<file path="src/rtl/mem_bus_arbiter_if.sv">
// Bus bundle between the two cache requesters, the arbiter and the shared tagged memory port.
// Latency: n/a (wires only).  Backpressure: n/a; acceptance is signalled by a non-zero response tag.
// Ports: icache request/response, dcache request/response, memory command/response/completion.
// Modport slave is the arbiter's view; modport master is the surrounding system (caches + memory).

interface mem_bus_arbiter_if #(
   parameter int ADDR_W = 64,
   parameter int TAG_W  = 4
);
   // icache side
   logic [1:0]        proc2Imem_command;
   logic [ADDR_W-1:0] proc2Imem_addr;
   logic [TAG_W-1:0]  Imem2proc_response;
   logic [ADDR_W-1:0] Imem2proc_data;
   logic [TAG_W-1:0]  Imem2proc_tag;
   // dcache side
   logic [1:0]        proc2Dmem_command;
   logic [ADDR_W-1:0] proc2Dmem_addr;
   logic [ADDR_W-1:0] proc2Dmem_data;
   logic [TAG_W-1:0]  Dmem2proc_response;
   logic [ADDR_W-1:0] Dmem2proc_data;
   logic [TAG_W-1:0]  Dmem2proc_tag;
   // memory side
   logic [1:0]        proc2mem_command;
   logic [ADDR_W-1:0] proc2mem_addr;
   logic [ADDR_W-1:0] proc2mem_data;
   logic [TAG_W-1:0]  mem2proc_response;
   logic [ADDR_W-1:0] mem2proc_data;
   logic [TAG_W-1:0]  mem2proc_tag;

   modport slave (
      input  proc2Imem_command, proc2Imem_addr,
      input  proc2Dmem_command, proc2Dmem_addr, proc2Dmem_data,
      input  mem2proc_response, mem2proc_data, mem2proc_tag,
      output Imem2proc_response, Imem2proc_data, Imem2proc_tag,
      output Dmem2proc_response, Dmem2proc_data, Dmem2proc_tag,
      output proc2mem_command, proc2mem_addr, proc2mem_data
   );

   modport master (
      output proc2Imem_command, proc2Imem_addr,
      output proc2Dmem_command, proc2Dmem_addr, proc2Dmem_data,
      output mem2proc_response, mem2proc_data, mem2proc_tag,
      input  Imem2proc_response, Imem2proc_data, Imem2proc_tag,
      input  Dmem2proc_response, Dmem2proc_data, Dmem2proc_tag,
      input  proc2mem_command, proc2mem_addr, proc2mem_data
   );
endinterface

</file>
<file path="src/rtl/mem_bus_arbiter.sv">
// Shares one tagged memory port between icache and dcache; dcache has priority, with an icache anti-starvation override.
// Latency: grant/response routing is combinational (0 cycles); ownership table updates at the next clock edge.
// Backpressure: a loser (or a winner seeing response 0) gets response 0 and must hold its request and retry.
// Ports: clock, reset (async active-low); bus (slave modport: icache/dcache requests and responses, memory
//        command and completion); grant_dcache (debug, dcache owns the port this cycle); tag_err (sticky
//        flag: a completion tag arrived that no requester owns).

module mem_bus_arbiter #(
   parameter int NUM_MEM_TAGS = 15,
   parameter int STARVE_LIMIT = 4,
   parameter int ADDR_W       = 64
) (
   input  logic               clock,
   input  logic               reset,
   mem_bus_arbiter_if.slave   bus,
   output logic               grant_dcache,
   output logic               tag_err
);

   localparam int TAG_W = $clog2(NUM_MEM_TAGS + 1);
   localparam int CNT_W = $clog2(STARVE_LIMIT + 1);
   localparam logic [CNT_W-1:0]  STARVE_MAX = CNT_W'(STARVE_LIMIT);
   localparam logic [ADDR_W-1:0] ZERO_W     = '0;

   localparam logic [1:0] BUS_NONE  = 2'd0;
   localparam logic [1:0] BUS_LOAD  = 2'd1;
   localparam logic [1:0] BUS_STORE = 2'd2;

   // ownership table: owner 0 = icache, 1 = dcache; entry 0 is never valid
   logic [NUM_MEM_TAGS:0] valid_q, valid_d;
   logic [NUM_MEM_TAGS:0] owner_q, owner_d;
   logic [CNT_W-1:0]      starve_q, starve_d;
   logic                  tag_err_q, tag_err_d;

   logic             i_req, d_req;
   logic             grant_i, grant_d;
   logic             accept, load_acc;
   logic             cpl_hit, cpl_orphan;
   logic [TAG_W-1:0] acc_tag, cpl_tag;

   // icache can only load; an icache STORE is dropped as if idle
   assign i_req = (bus.proc2Imem_command == BUS_LOAD);
   assign d_req = (bus.proc2Dmem_command == BUS_LOAD) || (bus.proc2Dmem_command == BUS_STORE);

   // dcache wins contention unless icache has lost STARVE_LIMIT times in a row
   assign grant_d = d_req && !(i_req && (starve_q == STARVE_MAX));
   assign grant_i = i_req && !grant_d;

   assign acc_tag  = bus.mem2proc_response;
   assign accept   = (grant_i || grant_d) && (acc_tag != '0);
   assign load_acc = accept && (grant_i || (bus.proc2Dmem_command == BUS_LOAD));

   assign cpl_tag    = bus.mem2proc_tag;
   assign cpl_hit    = (cpl_tag != '0) && valid_q[cpl_tag];
   assign cpl_orphan = (cpl_tag != '0) && !valid_q[cpl_tag];

   // port routing
   always_comb begin
      bus.proc2mem_command   = BUS_NONE;
      bus.proc2mem_addr      = ZERO_W;
      bus.proc2mem_data      = ZERO_W;
      bus.Imem2proc_response = '0;
      bus.Dmem2proc_response = '0;
      if (grant_d) begin
         bus.proc2mem_command   = bus.proc2Dmem_command;
         bus.proc2mem_addr      = bus.proc2Dmem_addr;
         bus.proc2mem_data      = bus.proc2Dmem_data;
         bus.Dmem2proc_response = acc_tag;
      end else if (grant_i) begin
         bus.proc2mem_command   = BUS_LOAD;
         bus.proc2mem_addr      = bus.proc2Imem_addr;
         bus.Imem2proc_response = acc_tag;
      end
   end

   // completion steering: only a tag with a live owner is forwarded
   always_comb begin
      bus.Imem2proc_tag = '0;
      bus.Dmem2proc_tag = '0;
      if (cpl_hit) begin
         if (owner_q[cpl_tag]) bus.Dmem2proc_tag = cpl_tag;
         else                  bus.Imem2proc_tag = cpl_tag;
      end
   end

   assign bus.Imem2proc_data = bus.mem2proc_data;
   assign bus.Dmem2proc_data = bus.mem2proc_data;
   assign grant_dcache       = grant_d;
   assign tag_err            = tag_err_q;

   // next state
   always_comb begin
      valid_d   = valid_q;
      owner_d   = owner_q;
      tag_err_d = tag_err_q | cpl_orphan;
      starve_d  = '0;

      // clear before set, so a tag retired and re-issued in one cycle stays live under its new owner
      if (cpl_hit) valid_d[cpl_tag] = 1'b0;
      if (load_acc) begin
         valid_d[acc_tag] = 1'b1;
         owner_d[acc_tag] = grant_d;
      end

      if (i_req && !(grant_i && accept))
         starve_d = (starve_q == STARVE_MAX) ? STARVE_MAX : starve_q + 1'b1;
   end

   always_ff @(posedge clock or negedge reset) begin
      if (!reset) begin
         valid_q   <= '0;
         owner_q   <= '0;
         starve_q  <= '0;
         tag_err_q <= 1'b0;
      end else begin
         valid_q   <= valid_d;
         owner_q   <= owner_d;
         starve_q  <= starve_d;
         tag_err_q <= tag_err_d;
      end
   end

endmodule

</file>
<file path="src/flat_wrapper.sv">
// flat-port wrapper written by rule: the top's interface ports become plain ports
module mem_bus_arbiter_flat 
#(
   parameter int NUM_MEM_TAGS = 15,
   parameter int STARVE_LIMIT = 4,
   parameter int ADDR_W       = 64
)
  (clock, reset, grant_dcache, tag_err, bus_proc2Imem_command, bus_proc2Imem_addr, bus_proc2Dmem_command, bus_proc2Dmem_addr, bus_proc2Dmem_data, bus_mem2proc_response, bus_mem2proc_data, bus_mem2proc_tag, bus_Imem2proc_response, bus_Imem2proc_data, bus_Imem2proc_tag, bus_Dmem2proc_response, bus_Dmem2proc_data, bus_Dmem2proc_tag, bus_proc2mem_command, bus_proc2mem_addr, bus_proc2mem_data);
  mem_bus_arbiter_if #(.ADDR_W(ADDR_W), .TAG_W(4)) bus_i ();
  input  logic clock;
  input  logic reset;
  output logic grant_dcache;
  output logic tag_err;
  input wire logic [$bits(bus_i.proc2Imem_command)-1:0] bus_proc2Imem_command;
  input wire logic [$bits(bus_i.proc2Imem_addr)-1:0] bus_proc2Imem_addr;
  input wire logic [$bits(bus_i.proc2Dmem_command)-1:0] bus_proc2Dmem_command;
  input wire logic [$bits(bus_i.proc2Dmem_addr)-1:0] bus_proc2Dmem_addr;
  input wire logic [$bits(bus_i.proc2Dmem_data)-1:0] bus_proc2Dmem_data;
  input wire logic [$bits(bus_i.mem2proc_response)-1:0] bus_mem2proc_response;
  input wire logic [$bits(bus_i.mem2proc_data)-1:0] bus_mem2proc_data;
  input wire logic [$bits(bus_i.mem2proc_tag)-1:0] bus_mem2proc_tag;
  output wire logic [$bits(bus_i.Imem2proc_response)-1:0] bus_Imem2proc_response;
  output wire logic [$bits(bus_i.Imem2proc_data)-1:0] bus_Imem2proc_data;
  output wire logic [$bits(bus_i.Imem2proc_tag)-1:0] bus_Imem2proc_tag;
  output wire logic [$bits(bus_i.Dmem2proc_response)-1:0] bus_Dmem2proc_response;
  output wire logic [$bits(bus_i.Dmem2proc_data)-1:0] bus_Dmem2proc_data;
  output wire logic [$bits(bus_i.Dmem2proc_tag)-1:0] bus_Dmem2proc_tag;
  output wire logic [$bits(bus_i.proc2mem_command)-1:0] bus_proc2mem_command;
  output wire logic [$bits(bus_i.proc2mem_addr)-1:0] bus_proc2mem_addr;
  output wire logic [$bits(bus_i.proc2mem_data)-1:0] bus_proc2mem_data;
  assign bus_i.proc2Imem_command = bus_proc2Imem_command;
  assign bus_i.proc2Imem_addr = bus_proc2Imem_addr;
  assign bus_i.proc2Dmem_command = bus_proc2Dmem_command;
  assign bus_i.proc2Dmem_addr = bus_proc2Dmem_addr;
  assign bus_i.proc2Dmem_data = bus_proc2Dmem_data;
  assign bus_i.mem2proc_response = bus_mem2proc_response;
  assign bus_i.mem2proc_data = bus_mem2proc_data;
  assign bus_i.mem2proc_tag = bus_mem2proc_tag;
  assign bus_Imem2proc_response = bus_i.Imem2proc_response;
  assign bus_Imem2proc_data = bus_i.Imem2proc_data;
  assign bus_Imem2proc_tag = bus_i.Imem2proc_tag;
  assign bus_Dmem2proc_response = bus_i.Dmem2proc_response;
  assign bus_Dmem2proc_data = bus_i.Dmem2proc_data;
  assign bus_Dmem2proc_tag = bus_i.Dmem2proc_tag;
  assign bus_proc2mem_command = bus_i.proc2mem_command;
  assign bus_proc2mem_addr = bus_i.proc2mem_addr;
  assign bus_proc2mem_data = bus_i.proc2mem_data;
  mem_bus_arbiter #(.NUM_MEM_TAGS(NUM_MEM_TAGS), .STARVE_LIMIT(STARVE_LIMIT), .ADDR_W(ADDR_W)) u_core (.clock(clock), .reset(reset), .bus(bus_i), .grant_dcache(grant_dcache), .tag_err(tag_err));
endmodule
</file>
<file path="config.mk">
export PLATFORM = sky130hd
export DESIGN_NAME = mem_bus_arbiter_flat
export DESIGN_NICKNAME = d
export VERILOG_FILES = /design/src/rtl/mem_bus_arbiter_if.sv /design/src/rtl/mem_bus_arbiter.sv /design/src/flat_wrapper.sv
export SDC_FILE = /design/constraint.sdc
export NUM_CORES = 1
export LEC_CHECK = 0
export CAP_MARGIN = 10
export CORE_AREA = 2 2 212 214
export DETAILED_ROUTE_END_ITERATION = 8
export DIE_AREA = 0 0 214 216
export GPL_TIMING_DRIVEN = 0
export PLACE_DENSITY_LB_ADDON = 0.2
export SLEW_MARGIN = 25
export SYNTH_ARGS = -nofsm -noshare
export SYNTH_HDL_FRONTEND = slang
export SYNTH_SLANG_ARGS = --single-unit
export TNS_END_PERCENT = 50
</file>
<file path="constraint.sdc">
create_clock -name clock -period 5.43 [get_ports clock]
set_input_delay 1.3575 -clock clock [delete_from_list [all_inputs] [get_ports clock]]
set_output_delay 1.3575 -clock clock [all_outputs]
set_load 0.05 [all_outputs]
</file>
* Yosys cells after proc, flatten, opt, wreduce, memory -nomap -nowiden
Index checks and enable logic that the tools add are counted.
** Word-level totals
- Input bits :: 270
- Register bits :: 36
** Operators by class
- Reduce and logical (&&, ||, !) cells :: 20
- Equality and inequality tests :: 4
- $lt $le $gt $ge :: 4
- Add/subtract/negate cells :: 1
- Multiplexer cells :: 25
- Bitwise gates (word level) :: 4
** Operator list (number)
- 64-bit 2-to-1 mux :: 3
- 16-bit 2-to-1 mux :: 2
- 4-bit 2-to-1 mux :: 7
- 16-bit bitwise AND :: 1
- 16-bit bitwise mux :: 1
- 16-bit inverter :: 1
- 16-bit OR :: 1
- 1-bit logical AND :: 11
- 4-bit by 5-bit < comparator with 1-bit output (second input constant) :: 2
- 1-bit binary-select mux with 4-bit select :: 2
- 1-bit demux with 4-bit select :: 2
- 4-bit by 1-bit >= comparator with 1-bit output (second input constant) :: 2
- 4-bit nonzero test :: 2
- 3-bit 2-to-1 mux :: 2
- 1-bit 2-to-1 mux :: 5
- 2-bit by 1-bit equality test with 1-bit output (second input constant) :: 2
- 1-bit logical NOT :: 4
- 3-bit by 1-bit adder with 3-bit output (second input constant) :: 1
- 3-bit equality test (second input constant) :: 1
- 1-bit logical OR :: 3
- 2-bit equality test (second input constant) :: 1
- 2-bit 2-to-1 mux :: 1
- 1-bit OR :: 1

* Logic depth before layout (Yosys ltp)
- Depth in word-level cells :: 12
- Depth in mapped cells :: 7
- Depth with buffers taken out :: 6

* Least setup slack after synthesis
Ideal clock, no wire load.
- Kind :: input to output
- Start :: in bus_mem2proc_tag[2]
- End :: out bus_Dmem2proc_tag[0]
- Arrival :: 3.489 ns
- Cell stages on the path :: 5
- Slack :: 0.584 ns
- Buffers on the path :: 1
- Path through :: clkbuf_1 -> clkinv_1 -> mux4_2 -> inv_2 -> nor3b_1
** Between the ends
- Cells in the longest elaborated chain, start to end :: 4
- Elaborated cells between the ends (all ways) :: 8
- Those cells by class :: mux (6); reduce/logical (2)
** RTL lines
- start: declaration :: RTL line flat_wrapper.sv:21 : input wire logic [$bits(bus_i.mem2proc_tag)-1:0] bus_mem2proc_tag;
- 1-bit binary-select mux with 4-bit select, on equally long branches :: RTL line mem_bus_arbiter.sv:81, mem_bus_arbiter.sv:54
- 1-bit 2-to-1 mux, on equally long branches :: RTL line mem_bus_arbiter.sv:81, mem_bus_arbiter.sv:54
- 4-bit 2-to-1 mux or 1-bit logical AND (tied branches) :: RTL line mem_bus_arbiter.sv:81, mem_bus_arbiter.sv:54
- 4-bit 2-to-1 mux (*) :: RTL line mem_bus_arbiter.sv:80 : if (cpl_hit) begin
- end: declaration :: RTL line flat_wrapper.sv:27 : output wire logic [$bits(bus_i.Dmem2proc_tag)-1:0] bus_Dmem2proc_tag;
Every way passes the cells marked *; elsewhere a longest branch is shown, timed or not. The select of a mux whose other input is x is not followed.

* Final worst setup path
- Start :: in bus_proc2Dmem_command[1]
- End :: out bus_proc2mem_data[40]
** Between the ends
- Cells in the longest elaborated chain, start to end :: 4
- Elaborated cells between the ends (all ways) :: 5
- Those cells by class :: eq/ne (2); mux (1); reduce/logical (2)
** RTL lines
- start: declaration :: RTL line flat_wrapper.sv:16 : input wire logic [$bits(bus_i.proc2Dmem_command)-1:0] bus_proc2Dmem_command;
- 2-bit by 1-bit equality test with 1-bit output or 2-bit equality test (tied branches) :: RTL line mem_bus_arbiter.sv:43 : assign d_req = (bus.proc2Dmem_command == BUS_LOAD) || (bus.proc2Dmem_command == BUS_STORE);
- 1-bit logical OR (*) :: RTL line mem_bus_arbiter.sv:43
- 1-bit logical AND (*) :: RTL line mem_bus_arbiter.sv:46 : assign grant_d = d_req && !(i_req && (starve_q == STARVE_MAX));
- 64-bit 2-to-1 mux (*) :: RTL line mem_bus_arbiter.sv:64 : if (grant_d) begin
- end: declaration :: RTL line flat_wrapper.sv:30 : output wire logic [$bits(bus_i.proc2mem_data)-1:0] bus_proc2mem_data;
Every way passes the cells marked *; elsewhere a longest branch is shown, timed or not.

==> flow_summary_export.csv <==
group,metric,value,unit
setup_path,worstSetupStartpointType,"primary input",
timing,rsz0062_at_grt,"true",
global_route,grt_antenna_before_repair,5,
synthesis,synth-warning-count,0,
placed_design,dp_cells,1545,
power,power.leakage,4.264,nW
synthesis,synth_top_family_by_area,"buffers and inverters",
power,swShare,0.4864,
cells_and_area,layout.nets,1236,
cells_and_area,final_area,9563,µm²
detailed_routing,wire_per_inst,18.39,µm
setup_path,r2r_slack,3120,ps
clocking,clock-sinks,36,
clocking,insertion_delay,280,ps
clocking,cts_made_buffers,5,
timing,min_period_over_period,0.9846,
global_route,grt_pass1_wl,38850,µm
cells_and_area,area_growth,136.9,%
hold_path,hp-class,"register to register",
synthesis,synth.largest_area_cell,"buf_4",
detailed_routing,vias,5152,
cells_and_area,layout-drive-gt1-share,0.2583,
power,internal_power,1.003,mW
cells_and_area,layout_common_cells,"clkdlybuf4s50_1, buf_4, and2_1",
floorplanning,die_x,214,µm
setup_path,critical_path.endpoint,"bus_proc2mem_data[40]",
setup_path,rr_endpoint,"u_core.owner_q[10]",
timing,tns,0,ps
timing,finalClockSkew,6.068,ps
clocking,cts_tree,"yes",
floorplanning,core_region_area,43840,µm²
global_route,track_usage,0.1150,
cells_and_area,utilization,0.2182,
timing,max_freq,187.0,MHz
clocking,htree_levels,2,
power,clockPowerShare,0.149,
power,finalPower,1.953,mW
placed_design,post-place-ws,-1608,ps
synthesis,yosysUniqueCellTypes,43,
job,maxCapViolCount,0,
synthesis,synth_compound_area_frac,0.1885,
floorplanning,die-height,216,µm
power,peakVddDrop,119.3,µV
floorplanning,start_util,0.09208,
cells_and_area,layout_commonest_cell,"clkdlybuf4s50_1",
power,switchingPower,0.9499,mW
clocking,clk_path_buf_depth,2,
synthesis,synth.mux.area_fraction,0.1001,
setup_path,reg2reg_depth,7,
timing,setup_viol,0,
placed_design,dpl.hpwl,25940,µm
synthesis,synthDominantCellAreaShare,0.2381,
detailed_routing,drt_iter0_markers,117,
synthesis,synth_edf_count,0,
detailed_routing,drt-vias-per-instance,3.309,
clocking,clkTransAtPathRegs,50,ps
global_route,grt_max_degree,28,
detailed_routing,routed_wl,28640,µm
setup_path,r2r_start,"u_core.starve_q[0]",
power,pwr-share-seq,0.177,
floorplanning,fp-row-count,77,
placed_design,io_buffers,479,
timing,worst_hold_slack,455.8,ps
floorplanning,die_area,46220,µm²
power,p_per_area,204.2,nW/µm²
outcome,status,"finished, final reports clean",
synthesis,synth_cells,473,
detailed_routing,dr.pass1.iters,4,
synthesis,ys_ff_latch,36,
setup_path,cp_max_fo,10,
cells_and_area,stdcell_count,1557,
detailed_routing,drc,0,
timing,drv_slew,0,
placed_design,gp_congestion,0.7911,
global_route,grt_pass1_vias,5237,
timing,fin_ws,83.44,ps
synthesis,synthTopCellsByArea,"buf_4, dfrtp_1, a22o_1, and2_1, mux2_2",
setup_path,worstPathRequired,4070,ps
setup_path,worst-setup-path-type,"primary input to output port",
setup_path,crit_path_start,"bus_proc2Dmem_command[1]",
setup_path,worst-endpoint-arrival,3990,ps
synthesis,synth-xor-area-share,0,
timing,maxSlewHeadroom,0.6051,
floorplanning,ios,546,
timing,tightest_slew,594.7,ps
synthesis,postSynth.asyncResetShare,1.000,
timing,final_hold_viol_count,0,
synthesis,synth_flop_cell,"dfrtp_1",
synthesis,ys_seq_area_frac,0.2232,
clocking,root_buffer,"clkbuf_16",
synthesis,synthSimpleGateAreaFrac,0.1978,
global_route,grt_overflow,0,
placed_design,post_dp_cell_area,9593,µm²
synthesis,syn_area,4036,µm²
timing,period_minus_slack,5347,ps
power,p_comb_frac,0.674,
synthesis,synthAdderAreaFrac,0.009299,
detailed_routing,antenna_left,0,
synthesis,synth.net_count,746,
synthesis,syn_area_per_cell,8.534,µm²
setup_path,cp-end-kind,"output port",
[worst min-delay path by stage]
| stage | start | to | slack [ps] | depth (start not counted) |
|---|---|---|---|---|
| 6_report | u_core.valid_q[0] | u_core.valid_q[0] | 460 | 1 |
| 5_1_grt | u_core.valid_q[0] | u_core.valid_q[0] | 480 | 1 |
| 4_1_cts | u_core.valid_q[0] | u_core.valid_q[0] | 460 | 1 |
| 3_5_place_dp | u_core.valid_q[0] | u_core.valid_q[0] | 450 | 1 |
| 3_3_place_gp | u_core.valid_q[0] | u_core.valid_q[0] | 440 | 1 |
| 2_1_floorplan | u_core.owner_q[0] | u_core.owner_q[0] | 420 | 1 |
[power by group through the flow]
stage | logic [mW] | clock network (mW) | registers, mW
6_report | 1.32 | 0.290 | 0.346
5_1_grt | 1.38 | 0.311 | 0.353
4_1_cts | 1.34 | 0.299 | 0.346
3_5_place_dp | 1.39 | 0 | 0.351
3_3_place_gp | 1.38 | 0 | 0.349
2_1_floorplan | 0.828 | 0 | 0.342
[cell families (layout without fill, tap and decap cells)]
family	after synthesis	count (layout)
AND/OR/NAND/NOR	141	141
buffers and inverters	171	662
AO/OA/AOI/OAI	93	93
flip-flops	36	36
adder cells (fa/ha/maj)	3	3
other	0	1
multiplexers	29	29
[timing repair]
item / 4_1_cts / 5_1_grt
pin swaps: 0 / 1
gates resized for setup: 198 / 102
endpoints found under the hold margin: 0 / 0
hold buffers: 0 / 0
buffers inserted: 2 / 1
setup endpoints to repair: 145 / 78
[metal layers]
layer	up-vias	wire length, µm	GRT usage
met5	-	37	0
met4	6	89	0.006760
met3	15	2182	0.03650
met2	229	15270	0.2205
met1	2402	11050	0.1286
li1	2500	-	-
[critical path, stage by stage]
cell             delay [ps]
clkdlybuf4s50_1         510
inv_1                    60
ha_1                    340
a31oi_4                 220
buf_4                   160
clkbuf_2                250
clkbuf_1                350
and2_1                  190
clkdlybuf4s15_1         540
[area by class of cell]
class	instances	area, µm²
antenna	1	2.502
clock buffer	6	138.9
timing repair buffer	483	4597
clock inverter	2	10.01
inverter	10	37.54
tap	592	740.7
fill	4926	34270
buffer	161	1112
sequential	36	900.9
multi-input combinational	266	2023
[sequential cells by signal (all words and copies together), names as in the netlist]
register         cells
u_core.tag_err       1
u_core.valid_q      16
u_core.owner_q      16
u_core.starve_q      3
[cell usage after synthesis (all sizes together), types with 3 or more instances]
library cell  count
o31ai             4
nand3             8
a22oi             3
and2             74
inv               9
nand2            24
nand4b            3
nor2             12
mux4              7
dfrtp            36
clkbuf           27
a22o             64
o41ai             3
nor2b             6
nand2b            3
mux2i             7
mux2             15
buf             134
o21ai             9
nand4             4
ha                3
nor3              3
No activity file was read; power rests on OpenSTA's default activity.
